### config.mk
export PLATFORM = sky130hd
export DESIGN_NAME = spike_rate_decoder_flat
export DESIGN_NICKNAME = d
export VERILOG_FILES = /design/src/rtl/spike_rate_decoder_if.sv /design/src/rtl/spike_rate_decoder.sv /design/src/flat_wrapper.sv
export SDC_FILE = /design/constraint.sdc
export NUM_CORES = 1
export LEC_CHECK = 0
export ABC_AREA = 1
export CAP_MARGIN = 0
export CORE_ASPECT_RATIO = 0.75
export CORE_UTILIZATION = 23
export DETAILED_ROUTE_END_ITERATION = 8
export PLACE_DENSITY = 0.49
export SLEW_MARGIN = 30
export SYNTH_ARGS = -nofsm -noshare
export SYNTH_HDL_FRONTEND = slang
export SYNTH_SLANG_ARGS = --single-unit
### constraint.sdc
create_clock -name clk -period 3 [get_ports clk]
set_input_delay 0.6 -clock clk [delete_from_list [all_inputs] [get_ports clk]]
set_output_delay 0.6 -clock clk [all_outputs]
set_load 0.01 [all_outputs]
### src/rtl/spike_rate_decoder_if.sv
// Bundles the spike input, control and rate valid/ready result signals of spike_rate_decoder.
// SPIKE_DECODER_ISI_EN adds the inter-spike-interval output.
interface spike_rate_decoder_if #(
    parameter int CNT_W = 8
);
    logic             spike;
    logic             enable;
    logic [7:0]       window_len;
    logic [CNT_W-1:0] rate;
    logic             rate_valid;
    logic             rate_ready;
    logic             dropped;
    logic             busy;
`ifdef SPIKE_DECODER_ISI_EN
    logic [CNT_W-1:0] isi;

    modport master (
        output spike, enable, window_len, rate_ready,
        input  rate, rate_valid, dropped, busy, isi
    );
    modport slave (
        input  spike, enable, window_len, rate_ready,
        output rate, rate_valid, dropped, busy, isi
    );
`else
    modport master (
        output spike, enable, window_len, rate_ready,
        input  rate, rate_valid, dropped, busy
    );
    modport slave (
        input  spike, enable, window_len, rate_ready,
        output rate, rate_valid, dropped, busy
    );
`endif
endinterface

### src/rtl/spike_rate_decoder.sv
// Counts spikes over a programmable window and presents the count on a valid/ready output.
// Optional macro SPIKE_DECODER_ISI_EN adds an inter-spike-interval measurement on bus.isi.
module spike_rate_decoder #(
    parameter int CNT_W       = 8,
    parameter int DEFAULT_WIN = 16
) (
    input  logic                 clk,
    input  logic                 rst_n,
    spike_rate_decoder_if.slave  bus
);
    typedef enum logic {IDLE, COUNT} state_t;

    state_t           state_q, state_d;
    logic [8:0]       len_q, len_d;
    logic [7:0]       cyc_q, cyc_d;
    logic [CNT_W-1:0] spk_q, spk_d;
    logic [CNT_W-1:0] rate_q, rate_d;
    logic             vld_q, vld_d;
    logic             drop_q, drop_d;

    logic [8:0]       new_len;
    logic [CNT_W:0]   sum;
    logic [CNT_W-1:0] result;
    logic             win_end;
    logic             load;

    assign new_len = (bus.window_len == 8'd0) ? 9'd256 : {1'b0, bus.window_len};
    // The final cycle's spike is folded into the result rather than the counter.
    assign sum     = {1'b0, spk_q} + {{CNT_W{1'b0}}, bus.spike};
    assign result  = sum[CNT_W] ? {CNT_W{1'b1}} : sum[CNT_W-1:0];
    assign win_end = (state_q == COUNT) && ({1'b0, cyc_q} == len_q - 9'd1);
    assign load    = win_end && (!vld_q || bus.rate_ready);

    always_ff @(posedge clk) begin
        if (!rst_n) begin
            state_q <= IDLE;
            len_q   <= 9'(DEFAULT_WIN);
            cyc_q   <= '0;
            spk_q   <= '0;
            rate_q  <= '0;
            vld_q   <= 1'b0;
            drop_q  <= 1'b0;
        end else begin
            state_q <= state_d;
            len_q   <= len_d;
            cyc_q   <= cyc_d;
            spk_q   <= spk_d;
            rate_q  <= rate_d;
            vld_q   <= vld_d;
            drop_q  <= drop_d;
        end
    end

    always_comb begin
        state_d = state_q;
        len_d   = len_q;
        cyc_d   = cyc_q;
        spk_d   = spk_q;
        case (state_q)
            IDLE: begin
                if (bus.enable) begin
                    state_d = COUNT;
                    len_d   = new_len;
                    cyc_d   = '0;
                    spk_d   = '0;
                end
            end
            COUNT: begin
                if (win_end) begin
                    cyc_d = '0;
                    spk_d = '0;
                    if (bus.enable) len_d   = new_len;
                    else            state_d = IDLE;
                end else if (!bus.enable) begin
                    state_d = IDLE;
                    cyc_d   = '0;
                    spk_d   = '0;
                end else begin
                    cyc_d = cyc_q + 8'd1;
                    spk_d = spk_q + {{(CNT_W-1){1'b0}}, bus.spike};
                end
            end
            default: state_d = IDLE;
        endcase
    end

    // Output buffer: a single slot, refilled in the same cycle it is consumed.
    always_comb begin
        rate_d = rate_q;
        vld_d  = vld_q;
        drop_d = drop_q;
        if (vld_q && bus.rate_ready) vld_d = 1'b0;
        if (load) begin
            rate_d = result;
            vld_d  = 1'b1;
        end
        if (win_end && !load) drop_d = 1'b1;
    end

    assign bus.rate       = rate_q;
    assign bus.rate_valid = vld_q;
    assign bus.dropped    = drop_q;
    assign bus.busy       = (state_q == COUNT);

`ifdef SPIKE_DECODER_ISI_EN
    logic [CNT_W-1:0] isi_q, gap_q;
    logic             seen_q;

    // gap_q counts cycles since the last spike; it keeps running across windows.
    always_ff @(posedge clk) begin
        if (!rst_n) begin
            isi_q  <= '0;
            gap_q  <= '0;
            seen_q <= 1'b0;
        end else if (state_q == IDLE) begin
            if (bus.enable) begin
                isi_q  <= '0;
                gap_q  <= '0;
                seen_q <= 1'b0;
            end
        end else if (bus.spike) begin
            isi_q  <= seen_q ? gap_q : '0;
            gap_q  <= {{(CNT_W-1){1'b0}}, 1'b1};
            seen_q <= 1'b1;
        end else if (gap_q != {CNT_W{1'b1}}) begin
            gap_q <= gap_q + 1'b1;
        end
    end

    assign bus.isi = isi_q;
`endif
endmodule

### src/flat_wrapper.sv
// flat-port wrapper written by rule: the top's interface ports become plain ports
module spike_rate_decoder_flat 
#(
    parameter int CNT_W       = 8,
    parameter int DEFAULT_WIN = 16
)
  (clk, rst_n, bus_spike, bus_enable, bus_window_len, bus_rate_ready, bus_rate, bus_rate_valid, bus_dropped, bus_busy);
  spike_rate_decoder_if #(.CNT_W(CNT_W)) bus_i ();
  input  logic clk;
  input  logic rst_n;
  input wire logic [$bits(bus_i.spike)-1:0] bus_spike;
  input wire logic [$bits(bus_i.enable)-1:0] bus_enable;
  input wire logic [$bits(bus_i.window_len)-1:0] bus_window_len;
  input wire logic [$bits(bus_i.rate_ready)-1:0] bus_rate_ready;
  output wire logic [$bits(bus_i.rate)-1:0] bus_rate;
  output wire logic [$bits(bus_i.rate_valid)-1:0] bus_rate_valid;
  output wire logic [$bits(bus_i.dropped)-1:0] bus_dropped;
  output wire logic [$bits(bus_i.busy)-1:0] bus_busy;
  assign bus_i.spike = bus_spike;
  assign bus_i.enable = bus_enable;
  assign bus_i.window_len = bus_window_len;
  assign bus_i.rate_ready = bus_rate_ready;
  assign bus_rate = bus_i.rate;
  assign bus_rate_valid = bus_i.rate_valid;
  assign bus_dropped = bus_i.dropped;
  assign bus_busy = bus_i.busy;
  spike_rate_decoder #(.CNT_W(CNT_W), .DEFAULT_WIN(DEFAULT_WIN)) u_core (.clk(clk), .rst_n(rst_n), .bus(bus_i));
endmodule
==> results of run 1 <==
==> worst register-to-register path: cells and delay by family (launching register included) <==
| family | cells | cell delay (ns) |
|---|---|---|
| and+or+nand+nor | 11 | 1.20 |
| DFF | 1 | 0.43 |
| buffers and inverters | 2 | 0.13 |
| adders and majority gates | 1 | 0.34 |
==> synthesized netlist by cell type (4+ instances only) <==
cell,instances
xor2_1,11
nand2_1,101
inv_1,49
nand3_1,30
xnor2_1,4
nor2_2,6
dfxtp_1,36
nor2_1,48
nand4_1,4
nand2_2,10
a21oi_1,11
nand3b_1,9
ha_1,4
==> routing by layer <==
| layer | GRT usage (%) | up-vias | share of wire, % |
|---|---|---|---|
| met5 | 0 | - | 0 |
| met4 | 3.31 | 0 | 0.38 |
| met3 | 2.32 | 4 | 7.7 |
| met2 | 15.2 | 58 | 37 |
| met1 | 16.9 | 914 | 55 |
| li1 | - | 1138 | - |
==> metrics by stage <==
stage	instance area [sq um]	std cells	total power [mW]	hold WS (ns)
after global routing	2790	511	1.32	0.474
after CTS	2790	511	1.28	0.459
after floorplan	2300	356	0.642	0.430
after global placement	2620	503	0.685	0.442
after detailed placement	2620	503	0.686	0.450
final	2790	511	1.26	0.452
==> worst max-delay path by stage <==
stage               slack [ns]                  to  cells after the start      start
finish                    0.69  u_core.bus.rate[3]                     12  bus_spike
global route              0.41  u_core.bus.rate[3]                     12  bus_spike
CTS                       0.68  u_core.bus.rate[3]                     12  bus_spike
detailed placement        0.39  u_core.bus.rate[3]                     12  bus_spike
global placement          0.44  u_core.bus.rate[4]                     12  bus_spike
floorplan                 1.13  u_core.bus.rate[3]                     11  bus_spike
==> power groups by stage <==
| stage | Sequential, mW | Clock [mW] | Combinational (mW) |
|---|---|---|---|
| 4_1_cts | 0.507 | 0.605 | 0.169 |
| 3_3_place_gp | 0.517 | 0 | 0.167 |
| 5_1_grt | 0.509 | 0.625 | 0.191 |
| 6_report | 0.507 | 0.584 | 0.168 |
| 2_1_floorplan | 0.513 | 0 | 0.129 |
| 3_5_place_dp | 0.518 | 0 | 0.168 |
==> placed cells by master, fill, tap and decap left out, types with 2 or more instances in the layout <==
cell and n:
xnor2_1 4, clkbuf_16 5, nand2_2 10, xor2_1 11, o21ai_1 3, nand3b_1 9
nor2_1 48, o21ai_0 2, dfxtp_1 36, a21oi_1 11, nand4_1 4, nor2_2 6
nand2_1 101, nor2_4 3, inv_1 49, ha_1 4, buf_4 3, nand3_1 30
nor4_1 2, inv_2 3, clkdlybuf4s50_1 23
==> cells by family (layout without fill, tap and decap cells) <==
logic type               count (synthesis)  after routing
flip-flops                              36             36
buffers and inverters                   65             88
adder cells (fa/ha/maj)                  4              4
XOR/XNOR                                15             15
AND/OR/NAND/NOR                        218            218
AO/OA/AOI/OAI                           18             18
==> state kept, by name (all words and copies together) (netlist names) <==
| register | count |
|---|---|
| u_core.bus.rate | 8 |
| u_core.cyc_q | 8 |
| u_core.bus.dropped | 1 |
| u_core.bus.busy | 1 |
| u_core.bus.rate_valid | 1 |
| u_core.len_q | 9 |
| u_core.spk_q | 8 |
==> cell type report <==
type / count / area share [%]
sequential: 36 / 25.8
tap: 132 / 5.92
clock buffer: 5 / 4.48
clock inverter: 3 / 1.52
inverter: 54 / 7.35
timing repair buffer: 26 / 9.05
multi-input combinational: 255 / 45.9
==> metrics.md, run 1 <==
| Metric | Value |
|---|---|
| Run status | `completed` |
| Vias per cell | `just over 4` |
| Clk_lat worst skew | `0.28 ns` |
| Max cap viols | `0` |
| Max VDD drop | `207 uV` |
| Post-synth cell types | `33` |
| Final Hold Viols | `0` |
| WP buf/inv | `3` |
| Mux cell area share after synthesis | `0%` |
| Worst-path clk slew | `~0.06 ns` |
| Critical Path Start Type | `primary input` |
| Die width | `between 100 and 150 um` |
| Crit. End Element | `flip-flop` |
| Adder-Cell Fraction of Synth Area | `2.18%` |
| Seq cells post-synth | `36` |
| Crit path time final | `around 2.3 ns` |
| Setup_tns | `0 ns` |
| Slowest cell on the critical path | `clkdlybuf4s50_1` |
| Number of global-route vias before repair | `between 1500 and 2000` |
| Synth warn | `0` |
| Diode count | `0` |
| Nets | `slightly below 400` |
| HPWL after detailed placement | `slightly above 4 mm` |
| Core area | `slightly below 10000 sq um` |
| Mapped Cells | `about 360` |
| Top delay family on crit path | `simple AND/OR/NAND/NOR gates` |
| Slew margin rel. | `~73%` |
| Worst path max stage delay | `around 0.47 ns` |
| Synth top area share | `31.4%` |
| Hold Path Origin | `u_core.bus.dropped` |
| DR vias | `~2100` |
| Mapped cell area | `2300 sq um` |
| GR Util All Layers | `between 10% and 20%` |
| WHS Path Cells | `2` |
| Number of buffers created by CTS | `5` |
| Final Util | `between 20 and 30%` |
| GRT overflow | `0` |
| Ys flop type | `dfxtp_1` |
| Post-Synth XOR/XNOR Area | `5.72%` |
| EDFF count, synth | `0` |
| R2R depth | `14` |
| Syn nets | `373` |
| Synth Area per Inst | `roughly 6.5 sq um` |
| Final Wtd Congestion | `between 0.8 and 0.9` |
| WS Path Type | `primary input to flip-flop` |
| WHS Endpoint | `u_core.bus.dropped` |
| Setup WS post-layout | `a little under 0.7 ns` |
| PwrDens | `451 nW/um^2` |
| Arr. time, crit path | `roughly 2.5 ns` |
| IO Count | `24` |
| Die height | `88.6 um` |
| Reg area | `roughly 720 sq um` |
| Multi-input logic area | `around 1300 sq um` |
| Drt total wl | `around 5.5 mm` |
| Ratio of cells with drive above 1 in the final layout | `between 10% and 20%` |
| Worst-Margin Slew | `~0.41 ns` |
| Root Buffer Master | `clkbuf_16` |
| Initial core utilization | `between 20% and 30%` |
| First-pass GRT wire length | `around 9.1 mm` |
| Setup Slack @ Placement | `a little under 0.4 ns` |
| Int Pwr | `approximately 0.95 mW` |
| Hold Buf Count CTS | `0` |
| Initial antenna violation count | `0` |
| Skew final | `~0.0066 ns` |
| Setup repair after global routing missed its margin | `no` |
| Sw power | `between 0.3 and 0.4 mW` |
| Largest family of logic cells by synthesized area | `simple AND/OR/NAND/NOR gates` |
| Leak pwr | `1.26 nW` |
| Clock tree buffer depth | `2` |
| Post-DR wirelength/cell | `roughly 11 um` |
| Hold Path Class | `flip-flop to flip-flop` |
| Top cells by area, synth | `dfxtp_1, nand2_1, inv_1` |
| Largest net degree at the start of global routing | `23` |
| CTS H-Tree Depth | `2` |
| CP Cell Sequence | `clkdlybuf4s50_1 -> ha_1 -> ha_1 -> and3_1 -> nand4_1 -> nor2_1 -> inv_1 -> nand2_1 -> inv_1 -> nand3_1 -> nand2_1 -> nor2_1` |
| Sink Count | `36` |
| # Post-CTS Setup Buffers | `0` |
| Sequential Power Share | `roughly two fifths` |
| Compound-Gate Fraction of Synth Area | `4.25%` |
| Asr flop ratio synth | `0%` |
| R2r startpoint | `u_core.len_q[0]` |
| Share of the yosys chip area belonging to registers | `31.4%` |
| FF-to-FF End | `u_core.cyc_q[4]` |
| CTS tree | `built` |
| DRC viols | `0` |
| # port buffers | `23` |
| Period utilisation layout | `between 70% and 80%` |
| Maximum clock rate | `~430 MHz` |
| Layout area overhead | `21.5%` |
| Max Transition Viols Final | `0` |
| Crit path required time | `about 3.2 ns` |
| Area leader, netlist | `dfxtp_1` |
| Site row count | `31` |
| Crit path max fanout | `7` |
| Count of final setup violators | `0` |
| # fillers | `around 1100` |
| DR iter-0 viols | `151` |
| 1st-pass router iterations | `4` |
| Die area | `between 10000 and 15000 sq um` |
| Switching part of the total | `between 20% and 30%` |
| R2R Setup Slk | `between 0.7 and 0.8 ns` |
| PostCTS Resize Cnt | `0` |
| Gate power share | `approximately 13%` |
| Clock share of power | `between 40 and 50%` |
| Simple logic cell fraction of the synthesized area | `between 40% and 50%` |
| Detail Route Antenna Nets | `0` |
Note: power is estimated with default switching activity, not from simulation.
==> inputs of run 2 (changes only) <==
Settings changed: PLACE_DENSITY 0.49 to 0.5.
Clock period 3 ns to 1.97 ns, I/O delays scaled along.
==> metrics.md, run 2 (synthesis results as in run 1) <==
| Metric | Value |
|---|---|
| Run status | `completed (unchanged)` |
| Number of buffers created by CTS | `5 (unchanged)` |
| Site row count | `31 (unchanged)` |
| Skew final | `0.00599 ns (was 0.00655 ns)` |
| Crit. End Element | `flip-flop (unchanged)` |
| PwrDens | `628 nW/um^2 (was 451 nW/um^2)` |
| Initial antenna violation count | `0 (unchanged)` |
| Number of global-route vias before repair | `2016 (was 1895)` |
| Crit path time final | `roughly 1.9 ns` |
| Max cap viols | `0 (unchanged)` |
| DR iter-0 viols | `100 (was 151)` |
| WHS Endpoint | `u_core.spk_q[0] (was u_core.bus.dropped)` |
| Arr. time, crit path | `2.11 ns (was 2.52 ns)` |
| Worst-path clk slew | `0.06 ns (about the same)` |
| GRT overflow | `0 (unchanged)` |
| Count of final setup violators | `0 (unchanged)` |
| Most flops, register | `u_core.len_q (unchanged)` |
| Hold Buf Count CTS | `0 (unchanged)` |
| R2R Setup Slk | `0.03 ns (was 0.78 ns)` |
| Sink Count | `36 (unchanged)` |
| Final Hold Viols | `0 (unchanged)` |
| Hold Path Class | `flip-flop to flip-flop (unchanged)` |
| FF-to-FF End | `u_core.bus.rate[6] (was u_core.cyc_q[4])` |
| Setup_tns | `0 ns (unchanged)` |
| IO Count | `24 (unchanged)` |
| Worst-Margin Slew | `0.367 ns (was 0.408 ns)` |
| Most frequent cells in the layout | `nand2_1, inv_1, nor2_1, dfxtp_1, nand3_1 (unchanged)` |
| GR Util All Layers | `12.1% (was 11.1%)` |
| Die width | `117 um (unchanged)` |
| Nets | `417 (was 395)` |
| Die height | `88.6 um (unchanged)` |
| R2r startpoint | `u_core.len_q[0] (unchanged)` |
| # fillers | `1093 (was 1071)` |
| Max VDD drop | `248 uV (was 207 uV)` |
| Hold Path Origin | `u_core.spk_q[0] (was u_core.bus.dropped)` |
| Crit path max fanout | `5 (was 7)` |
| Crit path required time | `2.15 ns (was 3.21 ns)` |
| Slew margin rel. | `75.5% (was 72.7%)` |
| Max reg flops | `9 (unchanged)` |
| Drt total wl | `5.83 mm (was 5.46 mm)` |
| Leak pwr | `1.37 nW (was 1.26 nW)` |
| Final Util | `31.1% (was 28.8%)` |
| Clk_lat worst skew | `0.28 ns (about the same)` |
| Initial core utilization | `23.7% (unchanged)` |
| CTS tree | `built (unchanged)` |
| Setup repair after global routing missed its margin | `yes (was no)` |
| # port buffers | `23 (unchanged)` |
| HPWL after detailed placement | `4.28 mm (was 4.11 mm)` |
| Multi-input logic area | `1320 sq um (was 1280 sq um)` |
| Final Wtd Congestion | `0.835 (was 0.812)` |
| Max Transition Viols Final | `0 (unchanged)` |
| CTS H-Tree Depth | `2 (unchanged)` |
| Reg area | `723 sq um (was 721 sq um)` |
| Commonest non-fill, non-tap cell in the layout | `nand2_1 (unchanged)` |
| WHS Path Cells | `2 (unchanged)` |
| 1st-pass router iterations | `4 (unchanged)` |
| Die area | `10400 sq um (unchanged)` |
| WS Path Type | `flip-flop to flip-flop (was primary input to flip-flop)` |
| R2R depth | `15 (was 14)` |
| Setup Slack @ Placement | `-0.228 ns (was 0.389 ns)` |
| Setup WS post-layout | `0.0330 ns (was 0.695 ns)` |
| Clock tree buffer depth | `2 (unchanged)` |
| DRC viols | `0 (unchanged)` |
| Ratio of cells with drive above 1 in the final layout | `17.3% (was 10.3%)` |
| Post-DR wirelength/cell | `11.0 um (was 10.7 um)` |
| Layout area overhead | `31.3% (was 21.5%)` |
| Core area | `9700 sq um (unchanged)` |
| Diode count | `0 (unchanged)` |
| Placed insts | `519 (was 503)` |
| Largest net degree at the start of global routing | `23 (unchanged)` |
| Non-Filler Instances | `532 (was 511)` |
| Detail Route Antenna Nets | `0 (unchanged)` |
| First-pass GRT wire length | `9.90 mm (was 9.14 mm)` |
| Critical Path Start Type | `flip-flop (was primary input)` |
| Worst Hold Slack | `0.460 ns (was 0.452 ns)` |
| Vias per cell | `4.10 (was 4.14)` |
| Maximum clock rate | `516 MHz` |
| Root Buffer Master | `clkbuf_16 (unchanged)` |
| DR vias | `2183 (was 2114)` |
| Period utilisation layout | `around 100%` |
-- run 2: cell types whose count changed in the layout (fill, tap and decap cells not counted), moves of 2 or more --
cell,change
buf_12,+2
buf_4,+17
clkbuf_8,+2
dfxtp_1,-2
dfxtp_2,+2
nor2_1,-3
nor2_2,+5
-- run 2: stage by stage --
step | power (mW) | cell area [sq um]
finish | 1.89 | 3020
global route | 1.98 | 3020
CTS | 1.92 | 2990
detailed placement | 1.06 | 2770
global placement | 1.06 | 2770
floorplan | 0.977 | 2300
-- run 2: timing repair --
| action | 4_1_cts | 5_1_grt |
|---|---|---|
| cloned | 2 | 1 |
| pin swaps | 4 | 5 |
| endpoints found under the setup margin | 21 | 34 |
| resized for setup | 6 | 4 |
| buffers inserted | 2 | 1 |
-- run 2: worst max-delay path: stages, from the launching register on --
cell     delay, ns
dfxtp_2       0.33
inv_2         0.05
ha_4          0.23
nand2_1       0.08
inv_1         0.04
nor2_1        0.08
nand2_1       0.08
nor2_2        0.10
nand2_1       0.07
nor2_2        0.12
nand3_4       0.12
buf_4         0.16
nor2_4        0.13
nand3_1       0.12
nand2_1       0.08
nor2_1        0.03
-- run 2: worst max-delay path by stage --
| stage | slack, ns | startpoint | endpoint | cells after the start |
|---|---|---|---|---|
| after floorplan | 0.11 | u_core.len_q[0] | u_core.len_q[3] | 15 |
| after global placement | -0.22 | bus_spike | u_core.bus.rate[6] | 11 |
| after detailed placement | -0.23 | bus_spike | u_core.bus.rate[6] | 11 |
| after CTS | -0.02 | u_core.len_q[0] | u_core.bus.rate[6] | 15 |
| after global routing | -0.11 | u_core.len_q[0] | u_core.bus.rate[3] | 15 |
| final | 0.03 | u_core.len_q[0] | u_core.bus.rate[6] | 15 |
-- run 2: layout make-up --
cell class                      count  area share, %
Clock buffer                        7           5.06
Tap cell                          132           5.47
Sequential cell                    36           24.0
Inverter                           54           6.80
Timing Repair Buffer               46           14.8
Multi-Input combinational cell    257           43.8
-- run 2: where the power goes --
part           internal [mW]  switching, mW  total, mW
clock network          0.531          0.295      0.825
logic                  0.129          0.170      0.299
registers              0.746         0.0232      0.770
total                   1.41          0.488       1.89
-- run 2: layer usage --
layer | GRT usage, % | vias to the layer above | part of all wire [%]
li1 | - | 1186 | -
met4 | 3.07 | 0 | 0.79
met2 | 17.6 | 33 | 39
met3 | 3.03 | 4 | 3.3
met1 | 17.6 | 960 | 57
met5 | 0 | - | 0
